## src/rtl/tmp_conv_sequencer.sv

```systemverilog
// Temperature conversion sequencer: runs timed ADC conversions in continuous or
// one-shot mode and publishes the truncated result with a one-cycle done pulse.
//
// state    | meaning
// SHUTDOWN | idle, Temperature_Out held, waiting for continuous or one-shot start
// CONVERT  | conversion in progress, counter runs up to N-1
module tmp_conv_sequencer #(
  parameter int CONV_BASE = 8
) (
  input  logic        Clk,
  input  logic        RST,
  input  logic        Shutdown,
  input  logic        OneShot,
  input  logic [1:0]  Resolution,
  input  logic [11:0] Sample_In,
  output logic [11:0] Temperature_Out,
  output logic        Conv_Done,
  output logic        Busy,
  output logic        OneShot_Clear
);

  localparam int CW = $clog2(8 * CONV_BASE);

  typedef enum logic {
    SHUTDOWN = 1'b0,
    CONVERT  = 1'b1
  } state_t;

  state_t        state;
  logic [CW-1:0] cnt;
  logic [1:0]    r_lat;
  logic          one_shot;

  logic [CW:0]   n_last;
  logic [11:0]   mask;
  logic          conv_end;

  // One extra bit so CONV_BASE << 3 does not wrap before the -1.
  always_comb begin
    n_last   = ((CW+1)'(CONV_BASE) << r_lat) - (CW+1)'(1);
    mask     = 12'hFFF << (2'd3 - r_lat);
    conv_end = ({1'b0, cnt} == n_last);
  end

  always_ff @(posedge Clk) begin
    if (RST) begin
      state           <= SHUTDOWN;
      cnt             <= '0;
      r_lat           <= 2'b00;
      one_shot        <= 1'b0;
      Temperature_Out <= 12'h000;
      Conv_Done       <= 1'b0;
      Busy            <= 1'b0;
      OneShot_Clear   <= 1'b0;
    end else begin
      Conv_Done     <= 1'b0;
      OneShot_Clear <= 1'b0;
      case (state)
        SHUTDOWN: begin
          if (!Shutdown) begin
            state    <= CONVERT;
            Busy     <= 1'b1;
            cnt      <= '0;
            r_lat    <= Resolution;
            one_shot <= 1'b0;
          end else if (OneShot) begin
            state         <= CONVERT;
            Busy          <= 1'b1;
            cnt           <= '0;
            r_lat         <= Resolution;
            one_shot      <= 1'b1;
            OneShot_Clear <= 1'b1;
          end
        end
        CONVERT: begin
          if (conv_end) begin
            Temperature_Out <= Sample_In & mask;
            Conv_Done       <= 1'b1;
            cnt             <= '0;
            // Restart in the same edge so continuous conversions are gapless.
            if (!Shutdown && !one_shot) begin
              r_lat <= Resolution;
            end else begin
              state    <= SHUTDOWN;
              Busy     <= 1'b0;
              one_shot <= 1'b0;
            end
          end else begin
            cnt <= cnt + CW'(1);
          end
        end
      endcase
    end
  end

endmodule

```

## config.mk

```make
export PLATFORM = sky130hd
export DESIGN_NAME = tmp_conv_sequencer
export DESIGN_NICKNAME = d
export VERILOG_FILES = /design/src/rtl/tmp_conv_sequencer.sv
export SDC_FILE = /design/constraint.sdc
export NUM_CORES = 1
export LEC_CHECK = 0
export CAP_MARGIN = 10
export CORE_UTILIZATION = 40
export DETAILED_ROUTE_END_ITERATION = 10
export PLACE_DENSITY = 0.68
export SKIP_CTS_REPAIR_TIMING = 1
export SYNTH_ARGS = -nofsm -noshare
export SYNTH_HDL_FRONTEND = slang
export SYNTH_SLANG_ARGS = --single-unit
```

## constraint.sdc

```tcl
create_clock -name Clk -period 3.81 [get_ports Clk]
set_clock_uncertainty 0.15 [all_clocks]
set_input_delay 0.762 -clock Clk [delete_from_list [all_inputs] [get_ports Clk]]
set_output_delay 0.762 -clock Clk [all_outputs]
set_load 0.02 [all_outputs]
```

==> flow_metrics.env <==
export IMPL_netlist_instances=116
export IMPL_cts_tree="yes"
export IMPL_ys_warn_count=0
export IMPL_io_pins=33
export IMPL_r2r_end="Temperature_Out[0]"
export IMPL_hold_path_class="flip-flop to flip-flop"
export IMPL_core_area_mm2=0.00248
export IMPL_synth_flop_cell="dfxtp_1"
export IMPL_drc_errors=0
export IMPL_cp_max_fo=22
export IMPL_leakage_nw=0.516
export IMPL_fmax_mhz=421
export IMPL_ys_seq_elements=25
export IMPL_final_common_cell="clkdlybuf4s50_1"
export IMPL_path_class="input port to flip-flop"
export IMPL_tightest_slew_ps=795
export IMPL_end_kind="flip-flop"
export IMPL_min_to="Temperature_Out[11]"
export IMPL_ir_worst_vdd_mv=0.219
export IMPL_setup_viol=0
export IMPL_rsz0062_at_grt="false"
export IMPL_start_kind="input port"
export IMPL_die_area_mm2=0.00283
export IMPL_grt_pass1_wl_um=3400
export IMPL_syn_to_final_growth_pct=34.3
export IMPL_clk_pin_slew_worst_paths_ps=140
export IMPL_synth_async_sr_flop_share=0
export IMPL_cts_path_max_buffers=2
export IMPL_avgSynthCellArea_um2=9.05
export IMPL_utilization=0.569
export IMPL_outcome="completed"
export IMPL_finalHoldViolCount=0
export IMPL_gp_congestion=0.716
export IMPL_crit_arrival_ps=2470
export IMPL_rows=18
export IMPL_start_util=0.424
export IMPL_grt_pass1_vias=793
export IMPL_finalSetupTns_ps=0
export IMPL_cts_sinks=25
export IMPL_place_area_mm2=0.00138
export IMPL_ys_seq_area_frac=0.477
export IMPL_required_ps=3900
export IMPL_max_slew_margin=0.468
export IMPL_grt_overflow_total=0
export IMPL_io_buffers=32
export IMPL_routed_wl_um=2110
export IMPL_vias=891
export IMPL_synth_edff_count=0
export IMPL_report_final_slew_viol_count=0
export IMPL_die_height_um=53.2
export IMPL_dp_hpwl_um=1530
export IMPL_nets=167
export IMPL_timing_final_crit_share=0.624
export IMPL_fin_area_mm2=0.00141
export IMPL_pwr_density_cell_mw_per_mm2=320
export IMPL_clock_latency_ps=320
export IMPL_syn_area_mm2=0.00105
export IMPL_grt_max_degree=23
export IMPL_finalCriticalPeriod_ps=2380
export IMPL_die_w_um=53.2
export IMPL_final_cell_mix="32 x clkdlybuf4s50_1, 25 x dfxtp_1, 24 x nand2_1"
export IMPL_grt_usage=0.165
export IMPL_vias_per_cell=5.03
export IMPL_numCtsBuffers=3
export IMPL_diodes=0
export IMPL_initialDrtViolationCount=20
export IMPL_drv_cap=0
export IMPL_synth_distinct_cells=33
export IMPL_antenna_found_initial=0
export IMPL_wl_per_cell_um=11.9
export IMPL_syn_nets=135
export IMPL_antenna_left=0
export IMPL_drive_above_1_share=0.0680
export IMPL_hold_depth=2
export IMPL_rrSetupSlack_ps=1730
export IMPL_dr_pass1_iters=4
export IMPL_clock_root_buffer="clkbuf_4"
export IMPL_r2r_start="r_lat[0]"
export IMPL_worstHoldStart="Temperature_Out[11]"
export IMPL_worstRegToRegCells=5
export IMPL_cts_htree_levels=1
[registers in the layout (all words and copies together) (netlist names)]
| name | flops |
|---|---|
| Busy | 1 |
| Conv_Done | 1 |
| OneShot_Clear | 1 |
| Temperature_Out | 12 |
| cnt | 6 |
| one_shot | 1 |
| r_lat | 2 |
| state | 1 |
[layout make-up]
class | count | area (µm²)
clock buffer | 3 | 22.5
sequential | 25 | 500
multi-input combinational | 84 | 514
timing repair buffer | 32 | 320
inverter | 2 | 7.51
clock inverter | 1 | 7.51
tap | 30 | 37.5
fill | 248 | 1070
[logic make-up (layout without fill, tap and decap cells)]
logic type                 Yosys count  after routing  synth area share
xor gates and xnor gates             2              2            0.0167
adders and majority gates            1              1            0.0119
muxes                                4              4            0.0381
buffers and inverters                7             38            0.0334
and+or+nand+nor                     49             49             0.247
AOI/OAI and AO/OA                   28             28             0.176
DFF                                 25             25             0.477
[worst max-delay path, cell delays in order]
cell and delay, ps:
clkdlybuf4s50_1 990, inv_1 160, o311ai_2 190, o21ai_0 160
a21o_1 190
[worst max path at each step]
| stage | slack, ps | to | cells past startpoint | from |
|---|---|---|---|---|
| finish | 1430 | cnt[4] | 5 | RST |
| global route | 1250 | cnt[4] | 5 | RST |
| CTS | 1440 | cnt[4] | 5 | RST |
| detailed placement | 1090 | cnt[4] | 5 | RST |
| global placement | 1130 | cnt[4] | 5 | RST |
| floorplan | 1950 | r_lat[0] | 4 | Shutdown |
[where the power goes]
part	total [mW]	switching (mW)	internal (mW)	leakage, nW
clock network	0.125	0.0845	0.0401	0.0139
logic	0.0520	0.0221	0.0299	0.299
registers	0.274	0.00724	0.267	0.203
total	0.451	0.114	0.337	0.516
[cell usage after synthesis (all sizes together) (3+ instances only)]
cell type | count | area share
nor3b | 4 | 0.029
nor2 | 7 | 0.027
o21ai | 3 | 0.014
a21o | 3 | 0.021
clkbuf | 3 | 0.011
mux2i | 4 | 0.038
nand2 | 24 | 0.086
and3 | 3 | 0.018
dfxtp | 25 | 0.48
a21oi | 14 | 0.067
[layer usage]
layer / track usage / routed length (µm) / vias to the layer above
met3: 0.0316 / 123 / 2
met2: 0.254 / 958 / 27
li1: - / - / 468
met5: 0 / 0 / -
met4: 0.0658 / 17 / 0
met1: 0.222 / 1020 / 394
[through the flow]
step	hold slack, ps	power [mW]	worst slack [ps]	cells
after global placement	293	0.331	1130	173
after floorplan	308	0.306	1950	116
after CTS	318	0.455	1440	177
after detailed placement	298	0.332	1090	173
after global routing	336	0.471	1250	177
final	316	0.451	1430	177
Power figures use the tool's default switching activity.
